`config.mk`:
```
export PLATFORM = sky130hd
export DESIGN_NAME = timed_parade_traffic_light
export DESIGN_NICKNAME = d
export VERILOG_FILES = /design/src/rtl/timed_parade_traffic_light.sv
export SDC_FILE = /design/constraint.sdc
export NUM_CORES = 1
export LEC_CHECK = 0
export BUFFER_PORTS_ARGS = -buffer_cell sky130_fd_sc_hd__buf_4
export CAP_MARGIN = 20
export CORE_MARGIN = 1.5
export CORE_UTILIZATION = 45
export CTS_CLUSTER_DIAMETER = 60
export DETAILED_ROUTE_END_ITERATION = 10
export PLACE_DENSITY = 0.79
export SETUP_SLACK_MARGIN = 0.3
export SYNTH_ARGS = -nofsm -noshare
export SYNTH_HDL_FRONTEND = slang
export SYNTH_SLANG_ARGS = --single-unit
```
`constraint.sdc`:
```
create_clock -name clk -period 1.76 [get_ports clk]
set_input_delay 0.088 -clock clk [delete_from_list [all_inputs] [get_ports clk]]
set_output_delay 0.088 -clock clk [all_outputs]
set_load 0.005 [all_outputs]
```
`src/rtl/timed_parade_traffic_light.sv`:
```
// Two-street traffic light with min/max green timing, timed yellow, all-red
// clearance and a parade mode that parks the intersection on street B green.
module timed_parade_traffic_light #(
  parameter int unsigned MIN_GREEN     = 4,
  parameter int unsigned MAX_GREEN     = 12,
  parameter int unsigned YELLOW_CYCLES = 2,
  parameter int unsigned ALLRED_CYCLES = 1
) (
  input  logic       clk,
  input  logic       rst,
  input  logic       Ta,
  input  logic       Tb,
  input  logic       P,
  input  logic       R,
  output logic [2:0] La,
  output logic [2:0] Lb,
  output logic [2:0] States_light_out,
  output logic       M
);

  localparam int unsigned TMAX_A = (MAX_GREEN > YELLOW_CYCLES) ? MAX_GREEN : YELLOW_CYCLES;
  localparam int unsigned TMAX   = (TMAX_A > ALLRED_CYCLES) ? TMAX_A : ALLRED_CYCLES;
  localparam int unsigned TW     = $clog2(TMAX) + 1;

  localparam logic [TW-1:0] MIN_LAST = TW'(MIN_GREEN - 1);
  localparam logic [TW-1:0] MAX_LAST = TW'(MAX_GREEN - 1);
  localparam logic [TW-1:0] YEL_LAST = TW'(YELLOW_CYCLES - 1);
  localparam logic [TW-1:0] CLR_LAST = TW'(ALLRED_CYCLES - 1);

  localparam logic [2:0] LAMP_G = 3'b001;
  localparam logic [2:0] LAMP_Y = 3'b010;
  localparam logic [2:0] LAMP_R = 3'b100;

  typedef enum logic [2:0] {
    S_AG   = 3'd0,
    S_AY   = 3'd1,
    S_ACLR = 3'd2,
    S_BG   = 3'd3,
    S_BY   = 3'd4,
    S_BCLR = 3'd5
  } state_t;

  state_t        state_q, state_d;
  logic [TW-1:0] timer_q, timer_d;
  logic          m_q, m_d;

  always_ff @(posedge clk) begin
    if (rst) begin
      state_q <= S_AG;
      timer_q <= '0;
      m_q     <= 1'b0;
    end else begin
      state_q <= state_d;
      timer_q <= timer_d;
      m_q     <= m_d;
    end
  end

  always_comb begin
    state_d = state_q;
    case (state_q)
      S_AG: begin
        if (timer_q >= MIN_LAST && (!Ta || m_q || (Tb && timer_q >= MAX_LAST)))
          state_d = S_AY;
      end
      S_AY:   if (timer_q == YEL_LAST) state_d = S_ACLR;
      S_ACLR: if (timer_q == CLR_LAST) state_d = S_BG;
      S_BG: begin
        // Parade mode parks B green; max-green yielding is suspended while M is set.
        if (timer_q >= MIN_LAST && !m_q && (!Tb || (Ta && timer_q >= MAX_LAST)))
          state_d = S_BY;
      end
      S_BY:   if (timer_q == YEL_LAST) state_d = S_BCLR;
      S_BCLR: if (timer_q == CLR_LAST) state_d = S_AG;
      default: state_d = S_AG;
    endcase
  end

  always_comb begin
    timer_d = timer_q;
    if (state_d != state_q) begin
      timer_d = '0;
    end else if (timer_q != '1) begin
      timer_d = timer_q + 1'b1;
    end
  end

  always_comb begin
    m_d = m_q;
    if (P && !R) begin
      m_d = 1'b1;
    end else if (R && !P) begin
      m_d = 1'b0;
    end
  end

  always_comb begin
    La = LAMP_R;
    Lb = LAMP_R;
    case (state_q)
      S_AG:    La = LAMP_G;
      S_AY:    La = LAMP_Y;
      S_BG:    Lb = LAMP_G;
      S_BY:    Lb = LAMP_Y;
      default: ;
    endcase
  end

  assign States_light_out = state_q;
  assign M                = m_q;

endmodule

```
* Word level (Yosys, flattened, before mapping)
Cells that the tools add are included.
Operators by class: add/sub/neg operators 1, $lt $le $gt $ge 2, eq/ne operators 8, muxes and demuxes 11, reduce and logical (&&, ||, !) cells 19
Operators by type and width (count):
- 3-bit 2-to-1 mux | 6
- 3-bit one-hot mux with 6 select lines | 1
- 3-bit one-hot mux with 2 select lines | 2
- 1-bit logical AND | 7
- 3-bit by 2-bit equality test with 1-bit output (second input constant) | 2
- 3-bit equality test (second input constant) | 2
- 5-bit by 1-bit adder with 5-bit output (second input constant) | 1
- 5-bit by 1-bit equality test with 1-bit output (second input constant) | 1
- 5-bit by 2-bit greater-or-equal comparator with 1-bit output (second input constant) | 1
- 5-bit by 4-bit greater-or-equal comparator with 1-bit output (second input constant) | 1
- 1-bit zero test | 5
- 5-bit zero test | 1
- 5-bit != test (second input constant) | 1
- 3-bit by 1-bit equality test with 1-bit output (second input constant) | 1
- 3-bit zero test | 1
- 1-bit logical OR | 3
- 3-bit != test | 1
- 1-bit 2-to-1 mux | 2
- 2-bit nonzero test | 1
- 2-bit OR reduction | 1
Storage, ports and cells: flip-flop bits (word level) 9, input port bits 6, logic and storage cells 44

* Logic depth before layout (Yosys ltp)
depth in word-level cells 8, mapped depth 7, depth with buffers taken out 7

* Worst setup path after synthesis
OpenSTA, ideal clock, no wires.
kind register to register, start reg timer_q[0], end reg state_q[1], in the netlist States_light_out[1], arrival 1.580 ns, path slack 0.100 ns, stages on the path, launching flop included 7, path buffers 0, clock period less this slack 1.660 ns, cells stage by stage dfxtp_1 -> ha_1 -> a211o_1 -> a31o_1 -> o311a_2 -> a21bo_1 -> a211oi_2
Between the ends: word-level cells in the longest chain between the ends 6, elaborated cells between the ends (all ways) 18
RTL lines:
- from (decl) | line 44 | logic [TW-1:0] timer_q, timer_d;
- from (signal assigned) | line 54 | timer_q <= timer_d;
- 5-bit by 4-bit greater-or-equal comparator with 1-bit output | line 63, 70
- 1-bit logical AND, on equally long branches | line 70, 63
- 1-bit logical OR, on equally long branches | line 70, 63
- 1-bit logical AND, on equally long branches | line 70, 63
- 3-bit 2-to-1 mux, on equally long branches | line 70, 63
- 3-bit one-hot mux with 6 select lines (*) | line 61 | case (state_q)
- to (signal assigned) | line 53 | state_q <= state_d;
- to (decl) | line 43 | state_t state_q, state_d;
Mark *: on every way between the ends. The rest lies on a longest branch, timed or not. A chain may end at the register's enable or synchronous reset.

* Worst setup path after layout
Ends and elaborated chain as after synthesis.

==> run summary <==
Synth top cells by count - nor2_1 (13), dfxtp_1 (9), inv_1 (6)
metal3 WL - 55 um
area leader, netlist - dfxtp_1
slew margin rel. - 72.3%
Peak VDD IR - 711 uV
most common cell in the netlist - nor2_1
die height - 42.5 um
setup tns final - 0 ps
sequential share of the synthesized area - 25.7%
CP Cell Sequence - ha_4 -> a211o_4 -> buf_4 -> o311a_4 -> a21bo_1 -> a211oi_2
num ports - 16
Post-synth top flop - dfxtp_1
post-synthesis area per instance - 9.10 um2
TritonCTS clock tree - yes
routed length on met1 - 731 um
Ant. Diodes - 0
area of the mapped netlist - 701 um2
placed cells - 107
Worst Slack Setup Final - 46.6 ps
CTS Hold Bufs - 0
All-Layer GR Usage - 21.2%
Rows - 14
Setup CP Type - flip-flop to flip-flop
total CTS buffers - 3
RSZ-0062 raised after global routing - yes
Synth area leaders - dfxtp_1 (26%), ha_1 (8.9%), nor2_1 (7.0%)
CP endpoint kind - flip-flop
gr ovfl total - 0
reg2reg end - States_light_out[1]
WP buf/inv - 1
core area - 1490 um2
HP Class - input port to flip-flop
fin. max-slew vios - 0
vias in the first global route - 640
synth unique cells - 35
DRT antenna net count - 0
top routing layer in use - met4
DR DRC count - 0
Max FO, Critical Path - 5
Max Root-Sink Buffers - 2
Clock transition at path regs - 80 ps
Nets - 111
post-route insts no fill - 115
H-tree depth - 1
Mapped Cells - 77
CTS Sinks - 9
Util after Layout - 63.9%
Hold Crit Start - rst
Critical Path AT - 1900 ps
startpoint types - flip-flop
net count after synthesis - 88
largest net degree at the start of global routing - 12
initial drt markers - 6
Ys Warns - 0
clk_lat worst skew - 270 ps
MaxCap Viol Count - 0
Layout Area Growth over Synthesis - 35.9%
Worst path max stage delay - 380 ps
Crit path depth - 6
vias per cell - 5.70
Max Freq - 0.584 GHz
design area - 952 um2
required time worst endpoint - 1950 ps
post-place instance area - 862 um2
Root Driver - clkbuf_4
total power - 0.958 mW
final worst-path cycle share - 97.4%
setup slack, reg-to-reg - 50 ps
Post-synth EDFFs - 0
slowest stage cell, crit path - dfxtp_4
worst r2r src - timer_q[0]
met2 WL post-DR - 900 um
Place WS - 3.71 ps
Final Critical Period - 1710 ps
drt first pass iters - 4
routed len/inst - 14.8 um
hold depth - 2
Clock Skews - 10.5 ps
first-pass GRT wire length - 2860 um
GP Congestion - 0.760
leakage - 0.398 nW
Async SR Flop Fraction - 0%
CP top delay family - compound AO/OA/AOI/OAI gates
initial antenna violation count - 0
initial core utilization - 47.1%
die width - 42.5 um
Die ar. - 1800 um2
measured slew at the worst slew-check pin - 414 ps
status - complete, no violations
Detail Placement HPWL - 1230 um
Hold WS - 35.6 ps
layout cell share with drive strength beyond 1 - 47.5%
#FFs+latches synth - 9
Post-Route WL - 1710 um
vias after detailed routing - 656
post-synth top area share - 25.7%
setup violators final - 0
Power Dens Cells - 1010 nW/um2
reg2reg path depth - 6
Final Hold Fails - 0
IO buf count - 15
Hold Path End - M
[how the worst max path moves through the flow]
stage                     startpoint             endpoint
after floorplan           timer_q[0]           timer_q[0]
after global routing      timer_q[0]           timer_q[4]
after global placement    timer_q[1]           timer_q[0]
final                     timer_q[0]  States_light_out[1]
after CTS                 timer_q[0]           timer_q[2]
after detailed placement  timer_q[1]           timer_q[2]
[repair_timing]
item	4_1_cts	5_1_grt
buffers inserted	1	3
setup endpoints to repair	8	12
resized for setup	3	4
pin swaps	6	7
[power breakdown]
| part | internal, mW | switching [mW] | leakage, nW |
|---|---|---|---|
| logic | 0.261 | 0.219 | 0.309 |
| registers | 0.246 | 0.0576 | 0.0746 |
| clock network | 0.0877 | 0.0872 | 0.0150 |
[layout by cell type (no fill, tap or decap), types with 2 or more instances in the layout]
cell       n
a211oi_2   2
a31o_1     2
a41oi_2    2
buf_4     24
clkbuf_4   3
dfxtp_1    6
dfxtp_2    2
ha_1       4
inv_1      6
mux2i_1    3
nand2b_1   2
nand4b_1   3
nor2_1    13
xor2_1     2
[metal layers]
metal / vias to the layer above / GRT usage, %
met5: - / 0
met3: 2 / 3.88
met2: 13 / 37.2
met4: 0 / 11.3
met1: 318 / 24.1
li1: 323 / -
[flip-flops by register name, summed over array words and instances (netlist names)]
register and count:
timer_q 5, States_light_out 3, M 1
[kinds of logic after synthesis]
kind of cell	count (synthesis)	share of synthesized area [%]
multiplexers	3	4.29
AO/OA/AOI/OAI	18	25.4
flip-flops	9	25.7
AND/OR/NAND/NOR	26	21.1
adder cells (fa/ha/maj)	6	10.5
XOR/XNOR	3	3.75
buffers and inverters	12	9.29
[layout make-up]
type / instances / area, um2
Inverter: 6 / 22.5
Multi-Input combinational cell: 56 / 517
Fill cell: 132 / 537
Tap cell: 16 / 20.0
Sequential cell: 9 / 186
Clock buffer: 4 / 26.3
Timing Repair Buffer: 24 / 180
[worst register-to-register path, delay by kind of cell (launching register included)]
| family | cells | cell delay, ps |
|---|---|---|
| buffers and inverters | 1 | 140 |
| AO/OA/AOI/OAI | 4 | 940 |
| flip-flops | 1 | 380 |
| adder cells (fa/ha/maj) | 1 | 170 |
No activity file was read; power rests on OpenSTA's default activity.
